==> src/rtl/rf_pkg.sv <==
// Shared widths and requester identifiers for the register-file write arbiter.
package rf_pkg;

    localparam int unsigned DEF_DATA_W = 8;
    localparam int unsigned DEF_ADDR_W = 3;
    localparam int unsigned CNT_W      = 8;

    localparam logic SRC_REQ0 = 1'b0;
    localparam logic SRC_REQ1 = 1'b1;

endpackage

==> src/rtl/rr_arb2.sv <==
// Two-way round-robin arbiter; prio names the requester that wins a tie.
module rr_arb2
    import rf_pkg::*;
(
    input  logic       clk,
    input  logic       rst,
    input  logic [1:0] req,
    input  logic       enable,
    output logic [1:0] gnt
);

    logic prio;
    logic prio_nxt;

    always_ff @(posedge clk or posedge rst) begin
        if (rst) begin
            prio <= SRC_REQ0;
        end else begin
            prio <= prio_nxt;
        end
    end

    // After serving one side, the other side wins the next tie.
    always_comb begin
        prio_nxt = prio;
        if (gnt[0]) begin
            prio_nxt = SRC_REQ1;
        end else if (gnt[1]) begin
            prio_nxt = SRC_REQ0;
        end
    end

    always_comb begin
        gnt = 2'b00;
        if (enable) begin
            case (req)
                2'b01:   gnt = 2'b01;
                2'b10:   gnt = 2'b10;
                2'b11:   gnt = (prio == SRC_REQ1) ? 2'b10 : 2'b01;
                default: gnt = 2'b00;
            endcase
        end
    end

endmodule

==> src/rtl/rf_write_arbiter.sv <==
// Round-robin arbitration of two writeback requesters onto one register-file write port
// through a one-deep output register.
module rf_write_arbiter
    import rf_pkg::*;
#(
    parameter int unsigned DATA_W = DEF_DATA_W,
    parameter int unsigned ADDR_W = DEF_ADDR_W
) (
    input  logic              clk,
    input  logic              rst,
    input  logic              req0_valid,
    input  logic [ADDR_W-1:0] req0_addr,
    input  logic [DATA_W-1:0] req0_data,
    output logic              req0_ready,
    input  logic              req1_valid,
    input  logic [ADDR_W-1:0] req1_addr,
    input  logic [DATA_W-1:0] req1_data,
    output logic              req1_ready,
    output logic              rf_we,
    output logic [ADDR_W-1:0] rf_waddr,
    output logic [DATA_W-1:0] rf_wdata,
    output logic              rf_sel,
    input  logic              rf_ready,
    output logic [CNT_W-1:0]  conflict_cnt
);

    logic [1:0] gnt;
    logic       can_load;
    logic       arb_en;

    assign can_load = ~rf_we | rf_ready;
    assign arb_en   = can_load & ~rst;

    rr_arb2 u_arb (
        .clk    (clk),
        .rst    (rst),
        .req    ({req1_valid, req0_valid}),
        .enable (arb_en),
        .gnt    (gnt)
    );

    assign req0_ready = gnt[0];
    assign req1_ready = gnt[1];

    // Output register: load on grant, retire on accept, otherwise hold.
    always_ff @(posedge clk or posedge rst) begin
        if (rst) begin
            rf_we    <= 1'b0;
            rf_waddr <= '0;
            rf_wdata <= '0;
            rf_sel   <= SRC_REQ0;
        end else if (gnt[0]) begin
            rf_we    <= 1'b1;
            rf_waddr <= req0_addr;
            rf_wdata <= req0_data;
            rf_sel   <= SRC_REQ0;
        end else if (gnt[1]) begin
            rf_we    <= 1'b1;
            rf_waddr <= req1_addr;
            rf_wdata <= req1_data;
            rf_sel   <= SRC_REQ1;
        end else if (rf_ready) begin
            rf_we    <= 1'b0;
        end
    end

    // Counts contention cycles whether or not a grant happens.
    always_ff @(posedge clk or posedge rst) begin
        if (rst) begin
            conflict_cnt <= '0;
        end else if (req0_valid && req1_valid && (conflict_cnt != {CNT_W{1'b1}})) begin
            conflict_cnt <= conflict_cnt + CNT_W'(1);
        end
    end

endmodule

==> config.mk <==
export PLATFORM = sky130hd
export DESIGN_NAME = rf_write_arbiter
export DESIGN_NICKNAME = d
export VERILOG_FILES = /design/src/rtl/rf_pkg.sv /design/src/rtl/rr_arb2.sv /design/src/rtl/rf_write_arbiter.sv
export SDC_FILE = /design/constraint.sdc
export NUM_CORES = 1
export LEC_CHECK = 0
export BUFFER_PORTS_ARGS = -buffer_cell sky130_fd_sc_hd__buf_2
export CAP_MARGIN = 20
export CORE_MARGIN = 4
export CORE_UTILIZATION = 30
export CTS_CLUSTER_DIAMETER = 200
export DETAILED_ROUTE_END_ITERATION = 8
export GPL_TIMING_DRIVEN = 1
export PLACE_DENSITY = 0.54
export SETUP_SLACK_MARGIN = 0.5
export SYNTH_ARGS = -nofsm -noshare
export SYNTH_HDL_FRONTEND = slang
export SYNTH_SLANG_ARGS = --single-unit
==> constraint.sdc <==
create_clock -name clk -period 1.65 [get_ports clk]
set_clock_uncertainty 0.05 [all_clocks]
set_input_delay 0.0825 -clock clk [delete_from_list [all_inputs] [get_ports clk]]
set_output_delay 0.0825 -clock clk [all_outputs]
set_load 0.005 [all_outputs]
Yosys cells after proc, flatten, opt, wreduce, memory -nomap -nowiden
Index checks and enable logic that the tools add are counted.
{ "totals": {"elab_cells": 33, "out_inout_bits": 23, "regBits": 22, "in_bits": 27} }
{ "op_classes": {"n_addsub": 1, "n_reduce_logical": 4, "eq_ne": 4, "bitwise_logic": 4, "mux": 14} }
{ "op_table": {"columns": ["op", "count"], "rows": [
  ["8-bit 2-to-1 mux", 2],
  ["8-bit by 1-bit adder with 8-bit output (second input constant)", 1],
  ["8-bit inequality test (second input constant)", 1],
  ["1-bit 2-to-1 mux", 7],
  ["3-bit 2-to-1 mux", 2],
  ["2-bit one-hot mux with 3 select lines", 1],
  ["2-bit equality test (second input constant)", 2],
  ["2-bit 2-to-1 mux", 2],
  ["3-bit nonzero test", 1],
  ["2-bit by 1-bit equality test with 1-bit output (second input constant)", 1],
  ["1-bit logical AND", 2],
  ["1-bit NOT", 2],
  ["2-bit nonzero test", 1],
  ["1-bit AND", 1],
  ["1-bit bitwise OR", 1]
]} }

Logic depth before layout (Yosys ltp)
Gate-level depths: netlist of the first run.
{ "depth": {"depth_word": 6, "mapped_depth": 5, "depth_no_buf": 4} }

Cells and area by module
A second synthesis of the first run with hierarchy kept.
{ "unflattened": {"cells_unflattened": 99, "area_unflattened_um2": 1053.5} }
{ "by_module_without_submodules": {"columns": ["mod", "seq_area_each_um2", "cells_per_inst", "area_per_inst_um2", "instances"], "rows": [
  ["rf_write_arbiter", 525.5, 89, 980.9, 1],
  ["rr_arb2", 25.0, 10, 72.6, 1]
]} }

Worst setup path before layout of the first run
OpenSTA, ideal clock, no wires.
{ "synth_timing": {"kind": "flip-flop to flip-flop", "startpoint": "register conflict_cnt[0]", "endpoint": "register conflict_cnt[1]", "path_buffers": 0, "path_slack_ns": 0.033, "arrival_ns": 1.442, "stages_incl_launch_ff": 5, "required_ns": 1.475, "setup_ns": 0.125, "period_less_slack_ns": 1.617, "path_cell_list": "dfrtp_1 ha_1 nand4_1 o21ai_0 mux2_2"} }
{ "synth_via": {"elab_chain_cells": 2, "elab_cells_between_ends": 3, "classes_between": "add/sub (1); eq/ne (1); reduce/logical (1)"} }
{ "synth_lines": {"columns": ["element", "line", "rtl"], "rows": [
  ["start, declared", "rf_write_arbiter.sv:24", "output logic [CNT_W-1:0] conflict_cnt"],
  ["start signal, assigned", "rf_write_arbiter.sv:72", "conflict_cnt <= conflict_cnt + CNT_W'(1);"],
  ["branches (longest 2 deep; another with 8-bit by 1-bit adder with 8-bit output)", null, null]
]} }
Parallel ways; which one is timed is not known.
A chain may end at the register's enable or synchronous reset.

Worst setup path after layout of the first run
{ "layout_timing": {"startpoint": "register u_arb.prio", "endpoint": "output req0_ready"} }
{ "layout_via": {"elab_chain_cells": 3} }
{ "layout_lines": {"columns": ["element", "line", "rtl"], "rows": [
  ["start, declared", "rr_arb2.sv:12", "logic prio;"],
  ["start signal, assigned", "rr_arb2.sv:19", "prio <= prio_nxt;"],
  ["2-bit 2-to-1 mux", "rr_arb2.sv:39", "2'b11: gnt = (prio == SRC_REQ1) ? 2'b10 : 2'b01;"],
  ["2-bit one-hot mux with 3 select lines", "rr_arb2.sv:36", "case (req)"],
  ["2-bit 2-to-1 mux", "rr_arb2.sv:35", "if (enable) begin"],
  ["end, declared", "rf_write_arbiter.sv:14", "output logic req0_ready,"]
]} }
No other way between the ends.

==> results of run 1 <==
-- cells in the final DEF, fill, tap and decap left out, types with 2 or more instances in the layout --
cell	n
dfrtp_1	19
nand2_1	12
buf_2	48
nor4b_2	2
dfrtp_2	3
nand2b_1	3
o41ai_2	9
dlygate4sd3_1	2
a31oi_1	7
clkbuf_8	3
buf_4	17
nand3_1	3
nor2b_4	2
nand4_1	4
a221o_1	2
a31oi_2	2
buf_6	7
nor4_1	8
or4_1	9
o21ai_2	2
inv_2	2
mux2_4	4
-- what timing repair did --
item | in CTS | in global routing
pin swaps | 7 | 10
hold buffers | 2 | 0
cloned | 0 | 1
endpoints found under the setup margin | 23 | 24
resized for setup | 9 | 10
hold endpoints to repair | 2 | 0
setup buffers | 15 | 2
-- stage by stage --
step	area [sq um]	util	hold WS, ns	power, mW
2_1_floorplan	1404	-	0.08136	1.333
3_3_place_gp	1684	0.4210	0.2654	1.599
3_5_place_dp	1684	0.4210	0.2673	1.625
4_1_cts	1926	0.4814	0.03439	2.301
5_1_grt	2014	0.5036	0.04157	2.515
6_report	2014	0.5036	0.04025	2.353
-- cell type report --
| type | count | area, sq um | area share |
|---|---|---|---|
| Inverter | 4 | 18.77 | 0.009317 |
| Clock buffer | 3 | 41.29 | 0.02050 |
| Sequential cell | 22 | 554.3 | 0.2752 |
| Clock inverter | 1 | 30.03 | 0.01491 |
| Tap cell | 50 | 62.56 | 0.03106 |
| Multi-Input combinational cell | 88 | 795.8 | 0.3950 |
| Timing Repair Buffer | 76 | 511.7 | 0.2540 |
-- where the power goes --
part	leakage, nW	internal (mW)	total (mW)	switching [mW]
Sequential	0.262	0.708	0.885	0.177
Combinational	0.600	0.549	0.956	0.407
Clock	0.0357	0.324	0.511	0.186
Total	0.899	1.58	2.35	0.771
-- worst paths after layout --
path | slack (ns) | startpoint | depth (start not counted) | endpoint
worst max-delay path | 0.15 | u_arb.prio$_DFFE_PP0P_ | 4 | req0_ready
worst min-delay path | 0.04 | req0_data[2] | 3 | rf_wdata[2]$_DFFE_PP0P_
worst max register to register | 0.16 | rf_we$_DFFE_PP0P_ | 5 | rf_wdata[2]$_DFFE_PP0P_
worst min register to register | 0.45 | rf_sel$_DFFE_PP0P_ | 1 | rf_sel$_DFFE_PP0P_
max in group asynchronous | 1.16 | rst | 3 | conflict_cnt[1]$_DFFE_PP0P_
min in group asynchronous | 0.14 | rst | 3 | rf_we$_DFFE_PP0P_
-- logic make-up after synthesis --
family,share of synthesized area
AOI/OAI and AO/OA,0.1704
xor gates and xnor gates,0.01412
adders and majority gates,0.01008
buffers and inverters,0.06149
DFF,0.4435
muxes,0.04536
and+or+nand+nor,0.2550
-- layer usage --
layer / vias to the layer above / track usage
met2: 40 / 0.2619
met3: 4 / 0.04432
met1: 645 / 0.1900
li1: 626 / -
met4: 0 / 0.03967
met5: - / 0
-- synth_stat cells (2+ instances only) --
cell,instances
a221o_1,2
o41ai_1,9
nand4_1,4
dfrtp_1,22
or4_1,9
inv_1,3
nand3_1,3
buf_2,4
mux2_2,5
nor4b_1,2
clkbuf_1,5
o21ai_0,2
nor2_1,2
nor4_1,9
nor3_1,2
buf_6,2
nand2b_1,3
nand2_1,12
a31oi_1,9
-- critical path, cell delays in order (launching register included) --
cell     delay (ns)
dfrtp_1        0.39
a21bo_2        0.23
or3_4          0.34
inv_2          0.05
buf_2          0.10
-- state kept, by name, indices dropped and copies added, names as in the netlist --
| name | cells |
|---|---|
| conflict_cnt | 8 |
| rf_sel | 1 |
| rf_waddr | 3 |
| rf_wdata | 8 |
| rf_we | 1 |
| u_arb.prio | 1 |
==> metrics.cfg, run 1 <==
[status]
outcome = finished clean

[detailed_routing]
first_iter_violations = 75
highest_layer = met4
met2_length_um = 2077
drt_wl_total_um = 3989
avgRoutedWirePerCell_um = 16.35
wl_met1_um = 1648
ant_nets = 0
num_vias = 1315
drt-pass1-iter-count = 4
routed_via_density = 5.389
wl_met3_um = 237
drc_errors = 0

[final_layout]
insertedDiodeCount = 0
flow.area_growth_from_synthesis_pct = 62.30
finalNonFillerCells = 244
final_layout_size_suffix_gt1_frac = 0.5928
nNetsFinal = 223
nFillCells = 379

[clock_network]
cts_buffer_depth = 2
tritoncts = done
path_clk_slew_ns = 0.09
htreeDepth = 1
clkSinkCount = 22
numCtsBuffers = 3
cts_root_buffer = clkbuf_8
clock_latency_ns = 0.27

[critical_path]
critPathArrivalTime_ns = 1.37
critPathRequiredTime_ns = 1.52
end_kind = primary output
startpoint_type = flip-flop
worstSetupPathType = reg2out
path_max_fanout = 3

[die]
dieArea_sq_mm = 0.005230
die_w_um = 72.32
core_sq_mm = 0.004000
pin_count = 50
floorplan.initialDensity = 0.3103
dieHeight_um = 72.32
core.rowCount = 23

[grt]
grt_pass1_vias = 1324
grt_max_degree = 33
grt_overflow = 0
grt_usage = 0.1538
antenna_found_initial = 0
grt_first_pass_wirelength_um = 6265

[placement]
dp_cells = 220
port_buffers = 49
dp_hpwl_um = 2649
place_ws_ns = 0.1712
place_congestion = 0.8428

[timing]
max_slew.worst_pin.slew_ns = 0.6767
setup_violations = 0
post-route-period-util = 0.9091
max_freq_mhz = 666.7
slew_headroom = 0.5489
tns_ns = 0
grt_setup_unrepaired = true
drv_slew = 0
finalWorstPathRequiredPeriod_ns = 1.500
setup_slack_ns = 0.1500
finalHoldViolCount = 0

[synth]
ys_ff_latch = 22
synth_cell_types = 35
synth_top_area_frac = 0.4435
ys_seq_area_frac = 0.4435
postSynthAreaPerCell_sq_um = 9.930
ys_top_cells_by_area = dfrtp_1 (44%), o41ai_1 (6.4%), or4_1 (5.4%)
yosysTopAreaCell = dfrtp_1
synth_edf_count = 0
synth_nets = 153
syn_inst = 125
synthArstFlopShare = 1.000
synthFlopType = dfrtp_1
netlist_area_sq_mm = 0.001241
ys_warn_count = 0

[worst_hold_path]
hold_class = in2reg

[job]
max_cap_viol_count = 0

[power_and_ir_drop]
ir_worst_vdd_v = 0.001013
leakage_nw = 0.8986
power_density_mw_per_mm2 = 1168

Note: power is estimated with default switching activity, not from simulation.
==> inputs of run 2 (changes only) <==
Settings changed: CELL_PAD_IN_SITES_DETAIL_PLACEMENT set to 1, CELL_PAD_IN_SITES_GLOBAL_PLACEMENT set to 1, CORE_ASPECT_RATIO set to 0.8, PLACE_DENSITY 0.54 to 0.7.
==> run 2 against run 1 <==
Against the previous run: first-iteration DRC count fell by 51%; combinational power increased by 17%; hold slack got worse by 0.029 ns; sequential power up 2%; critical endpoint is now rf_wdata[3]$_DFFE_PP0P_; largest power group unchanged.
==> metrics.cfg, run 2 (synthesized netlist as in run 1, its figures left out) <==
[status]
outcome = finished clean

[die]
die_w_um = 79.92  ; +11%
dieArea_sq_mm = 0.005237  ; +0.13%
dieHeight_um = 65.53  ; -9.4%
floorplan.initialDensity = 0.3179  ; +0.007658
core_sq_mm = 0.003904  ; -2.4%
core.rowCount = 20  ; -13%
pin_count = 50  ; unchanged

[critical_path]
end_kind = flip-flop
worstSetupPathType = reg2reg
critPathRequiredTime_ns = 1.79  ; +0.27 ns
timing.rr.end = rf_wdata[3]$_DFFE_PP0P_
critPathArrivalTime_ns = 1.70  ; +0.33 ns
r2r_cells = 5  ; unchanged
rrSetupSlack_ns = 0.09  ; -0.07 ns
timing.rr.start = u_arb.prio$_DFFE_PP0P_
path_max_fanout = 7  ; +4
startpoint_type = flip-flop

[final_layout]
fin_area_sq_mm = 0.002097  ; +4.1%
nNetsFinal = 228  ; +2.2%
final_layout_size_suffix_gt1_frac = 0.6583  ; +0.06551
top_regs = conflict_cnt (8), rf_wdata (8), rf_waddr (3)
flow.area_growth_from_synthesis_pct = 68.95
postLayoutCoreUtil = 0.5372  ; +0.03358
final_cell_mix = buf_2 (49), buf_4 (21), dfrtp_1 (18), nand2_1 (12), o41ai_2 (8)
insertedDiodeCount = 0  ; unchanged
final_common_cell = buf_2
nFillCells = 450  ; +19%

[grt]
grt_usage = 0.1769  ; +0.02319
grt_overflow = 0  ; unchanged
grt_first_pass_wirelength_um = 7148  ; +14%
grt_max_degree = 25  ; -24%
antenna_found_initial = 0  ; unchanged
grt_pass1_vias = 1419  ; +7.2%

[power_and_ir_drop]
leakage_nw = 0.9182  ; +2.2%
p_sw_frac = 0.3555  ; +0.02796
ir_worst_vdd_v = 0.0006271  ; -38%
p_clk_frac = 0.151  ; -0.066
cell_internal_pwr_mw = 1.531  ; -3.2%
combPwrFrac = 0.469  ; +0.062
p_seq_frac = 0.379  ; +0.003
p_switching_mw = 0.8444  ; +9.6%
power_density_mw_per_mm2 = 1133  ; -3.0%
power_mw = 2.375  ; +0.96%

[placement]
place_area_sq_mm = 0.001698  ; +0.82%
place_congestion = 0.8317  ; -1.3%
dp_hpwl_um = 2933  ; +11%
port_buffers = 49  ; unchanged

[detailed_routing]
routed_via_density = 5.315  ; -1.4%
ant_nets = 0  ; unchanged
avgRoutedWirePerCell_um = 18.30  ; +12%
drc_errors = 0  ; unchanged
first_iter_violations = 37  ; -51%
drt-pass1-iter-count = 4  ; unchanged
num_vias = 1350  ; +2.7%
drt_wl_total_um = 4647  ; +16%

[timing]
grt_setup_unrepaired = true
finalHoldViolCount = 0  ; unchanged
slew_headroom = 0.6495  ; +0.1007
tns_ns = 0  ; unchanged
hold_slack_ns = 0.01076  ; -0.02949 ns
finalWorstPathRequiredPeriod_ns = 1.563  ; +0.06316 ns
post-route-period-util = 0.9474  ; +0.03828
drv_slew = 0  ; unchanged
setup_violations = 0  ; unchanged
max_slew.worst_pin.slew_ns = 0.5257  ; -0.1510 ns
max_freq_mhz = 639.7  ; -4.0%

[worst_hold_path]
hold_class = in2reg
min_to = rf_wdata[1]$_DFFE_PP0P_
worstHoldStart = req1_data[1]
hold-path-cell-count = 2  ; -1

[clock_network]
htreeDepth = 1  ; unchanged
path_clk_slew_ns = 0.08  ; about the same
cts_root_buffer = clkbuf_8
numCtsBuffers = 3  ; unchanged
tritoncts = done
clock_latency_ns = 0.27  ; about the same
clkSinkCount = 22  ; unchanged
cts_buffer_depth = 2  ; unchanged

[job]
max_cap_viol_count = 0  ; unchanged

==> run 2: cell count changes in the layout (fill, tap and decap cells not counted), moves of 2 or more <==
cell and change:
buf_4 +4, a31oi_1 -3, or4_1 -3, or4_4 +3
a31oi_4 +2, buf_8 +2
==> run 2: routing by layer <==
| layer | vias to the layer above | share of wire | wire, um | GRT usage |
|---|---|---|---|---|
| met3 | 6 | 0.046 | 214 | 0.03836 |
| li1 | 641 | - | - | - |
| met1 | 670 | 0.42 | 1930 | 0.2155 |
| met4 | 0 | 0.012 | 57 | 0.04008 |
| met2 | 33 | 0.53 | 2443 | 0.3182 |
| met5 | - | 0 | 0 | 0 |
==> run 2: final cells by class <==
type / count / area [sq um] / share of cell area
well taps: 55 / 68.82 / 0.03282
clock buffers: 4 / 45.04 / 0.02148
inverters: 4 / 18.77 / 0.008950
repair buffers: 81 / 541.8 / 0.2584
flip-flops and latches: 22 / 555.5 / 0.2649
multi-input cells: 88 / 867.1 / 0.4135
==> run 2: worst max-delay path, cell delays in order, from the launching register on <==
cell and delay, ns:
dfrtp_2 0.39, buf_4 0.13, nor2b_4 0.05, buf_4 0.16, or4_1 0.48, a31oi_2 0.21
==> run 2: worst max-delay path by stage <==
stage	from	end	cells past startpoint
2_1_floorplan	conflict_cnt[1]$_DFFE_PP0P_	conflict_cnt[1]$_DFFE_PP0P_	4
3_3_place_gp	conflict_cnt[1]$_DFFE_PP0P_	conflict_cnt[1]$_DFFE_PP0P_	4
3_5_place_dp	conflict_cnt[0]$_DFFE_PP0P_	conflict_cnt[1]$_DFFE_PP0P_	4
4_1_cts	u_arb.prio$_DFFE_PP0P_	req0_ready	4
5_1_grt	u_arb.prio$_DFFE_PP0P_	req0_ready	4
6_report	u_arb.prio$_DFFE_PP0P_	rf_wdata[3]$_DFFE_PP0P_	5
==> run 2: power by group through the flow <==
stage / logic (mW) / clock network [mW] / registers [mW]
finish: 1.12 / 0.359 / 0.901
global route: 1.21 / 0.407 / 0.927
CTS: 0.893 / 0.370 / 0.882
detailed placement: 0.742 / 0 / 0.905
global placement: 0.715 / 0 / 0.893
floorplan: 0.443 / 0 / 0.890
==> run 2: repair_timing <==
item / 4_1_cts / 5_1_grt
gates resized for setup: 7 / 28
hold endpoints to repair: 1 / 0
cloned: 0 / 0
hold buffers: 1 / 0
pin swaps: 5 / 12
buffers inserted: 13 / 10
setup endpoints to repair: 23 / 24
==> run 2: stage by stage <==
step	worst slack, ns	instances
2_1_floorplan	0.2584	125
3_3_place_gp	0.1942	226
3_5_place_dp	0.1508	226
4_1_cts	0.04827	244
5_1_grt	0.02615	254
6_report	0.08682	254
==> inputs of run 3 (changes only) <==
Settings changed: CTS_CLUSTER_SIZE set to 14, REMOVE_ABC_BUFFERS set to 1.
==> run 3 against run 2 <==
Against the previous run: final area is 3.6% lower; sequential power shrank 3.3%; non-clock buffer count down 3; count of clock-buffer cells in the layout is 1 lower; register-to-register slack improved by 0.04 ns; total power rose by 3.8%; global-route usage down 0.25 points; cell count down 0.39%; via count is 2.6% higher.
==> metrics.cfg, run 3 (synthesized netlist as in run 1, its figures left out) <==
[critical_path]
critPathRequiredTime_ns = 1.52  ; -0.27 ns
critPathArrivalTime_ns = 1.41  ; -0.29 ns
worstSetupPathType = reg2out
startpoint_type = flip-flop
end_kind = primary output
path_max_fanout = 3  ; -4

[status]
outcome = finished clean

[timing]
finalWorstPathRequiredPeriod_ns = 1.546  ; -0.01730 ns
drv_slew = 0  ; unchanged
setup_violations = 0  ; unchanged
post-route-period-util = 0.9369  ; -0.01049
slew_headroom = 0.5907  ; -0.05888
max_freq_mhz = 646.9  ; +1.1%
tns_ns = 0  ; unchanged
max_slew.worst_pin.slew_ns = 0.6140  ; +0.08832 ns
finalHoldViolCount = 0  ; unchanged
grt_setup_unrepaired = true

[final_layout]
top_regs = conflict_cnt (8), rf_wdata (8), rf_waddr (3)
finalNonFillerCells = 253  ; -0.39%
flow.area_growth_from_synthesis_pct = 62.80
nNetsFinal = 227  ; -0.44%
final_common_cell = buf_2
final_layout_size_suffix_gt1_frac = 0.5909  ; -0.06738
insertedDiodeCount = 0  ; unchanged
final_cell_mix = buf_2 (48), dfrtp_1 (19), buf_4 (19), nand2_1 (12), buf_6 (10)

[detailed_routing]
drt-pass1-iter-count = 4  ; unchanged
num_vias = 1385  ; +2.6%
drc_errors = 0  ; unchanged
routed_via_density = 5.474  ; +3.0%
first_iter_violations = 40  ; +8.1%
ant_nets = 0  ; unchanged
avgRoutedWirePerCell_um = 18.69  ; +2.2%
drt_wl_total_um = 4729  ; +1.8%

[placement]
place_congestion = 0.7282  ; -12%
dp_cells = 227  ; +0.44%
dp_hpwl_um = 2729  ; -7.0%
port_buffers = 49  ; unchanged

[power_and_ir_drop]
p_sw_frac = 0.3311  ; -0.02438
cell_internal_pwr_mw = 1.649  ; +7.7%
ir_worst_vdd_v = 0.0004687  ; -25%
power_density_mw_per_mm2 = 1220  ; +7.7%
p_clk_frac = 0.204  ; +0.053
p_seq_frac = 0.353  ; -0.026
leakage_nw = 0.9064  ; -1.3%
p_switching_mw = 0.8166  ; -3.3%
combPwrFrac = 0.443  ; -0.026

[grt]
grt_max_degree = 33  ; +32%
grt_overflow = 0  ; unchanged
grt_first_pass_wirelength_um = 7189  ; +0.57%
grt_usage = 0.1745  ; -0.002494
grt_pass1_vias = 1466  ; +3.3%
antenna_found_initial = 0  ; unchanged

[clock_network]
cts_root_buffer = clkbuf_8
cts_buffer_depth = 2  ; unchanged
clock_latency_ns = 0.27  ; about the same
htreeDepth = 1  ; unchanged
clkSinkCount = 22  ; unchanged
numCtsBuffers = 3  ; unchanged
tritoncts = done
path_clk_slew_ns = 0.08  ; about the same

[die]
dieArea_sq_mm = 0.005237  ; unchanged
core_sq_mm = 0.003904  ; unchanged
dieHeight_um = 65.53  ; unchanged
pin_count = 50  ; unchanged
core.rowCount = 20  ; unchanged
die_w_um = 79.92  ; unchanged
floorplan.initialDensity = 0.3179  ; unchanged

[worst_hold_path]
hold_class = in2reg

[job]
max_cap_viol_count = 0  ; unchanged

run 3: power by group through the flow:
stage	clock network [mW]	logic [mW]	registers, mW
final	0.502	1.09	0.871
after global routing	0.536	1.18	0.904
after CTS	0.515	0.952	0.859
after detailed placement	0	0.712	0.854
after global placement	0	0.674	0.839
after floorplan	0	0.303	0.861
run 3: final timing paths:
kind                                                    end               startpoint  cells after the start  slack, ns
worst max-delay path                             req0_ready   u_arb.prio$_DFFE_PP0P_                      4       0.10
worst min-delay path                rf_wdata[1]$_DFFE_PP0P_             req1_data[1]                      2       0.01
worst max register to register      rf_waddr[2]$_DFFE_PP0P_   u_arb.prio$_DFFE_PP0P_                      5       0.13
worst min register to register      rf_wdata[0]$_DFFE_PP0P_  rf_wdata[0]$_DFFE_PP0P_                      1       0.47
max in group asynchronous       conflict_cnt[7]$_DFFE_PP0P_                      rst                      3       1.16
min in group asynchronous       conflict_cnt[6]$_DFFE_PP0P_                      rst                      3       0.15
run 3: cell type report:
cell class,instances,area (sq um)
Clock inverter,1,30.03
Sequential cell,22,554.3
Tap cell,55,68.82
Inverter,4,15.01
Multi-Input combinational cell,90,805.8
Timing Repair Buffer,78,505.5
Fill cell,465,1883
Clock buffer,3,41.29
run 3: repair_timing:
item,4_1_cts,5_1_grt
buffers inserted,15,4
endpoints found under the setup margin,23,25
hold endpoints to repair,1,0
pin swaps,11,14
gates resized for setup,31,15
gates cloned,2,0
hold buffers,1,0
run 3: routing by layer:
layer / up-vias / part of all wire / track usage
met3: 10 / 0.035 / 0.02740
met5: - / 0 / 0
met1: 693 / 0.43 / 0.2249
met2: 38 / 0.51 / 0.3027
met4: 0 / 0.025 / 0.04641
li1: 644 / - / -
run 3: stage by stage:
stage          area (sq um)  total power [mW]  setup slack (ns)  utilization  hold slack (ns)
5_1_grt                2021             2.622           0.06035       0.5176         0.008363
6_report               2021             2.466            0.1041       0.5176          0.01340
3_3_place_gp           1564             1.513           -0.2256       0.4006           0.2687
2_1_floorplan          1180             1.164           -0.4945            -          0.03019
3_5_place_dp           1564             1.566           -0.3293       0.4006           0.2848
4_1_cts                1894             2.325           0.08008       0.4853         0.006641
run 3: worst max-delay path: stages (launching register included):
cell	delay, ns
dfrtp_1	0.42
a21bo_2	0.22
or3_4	0.35
inv_2	0.07
buf_6	0.09
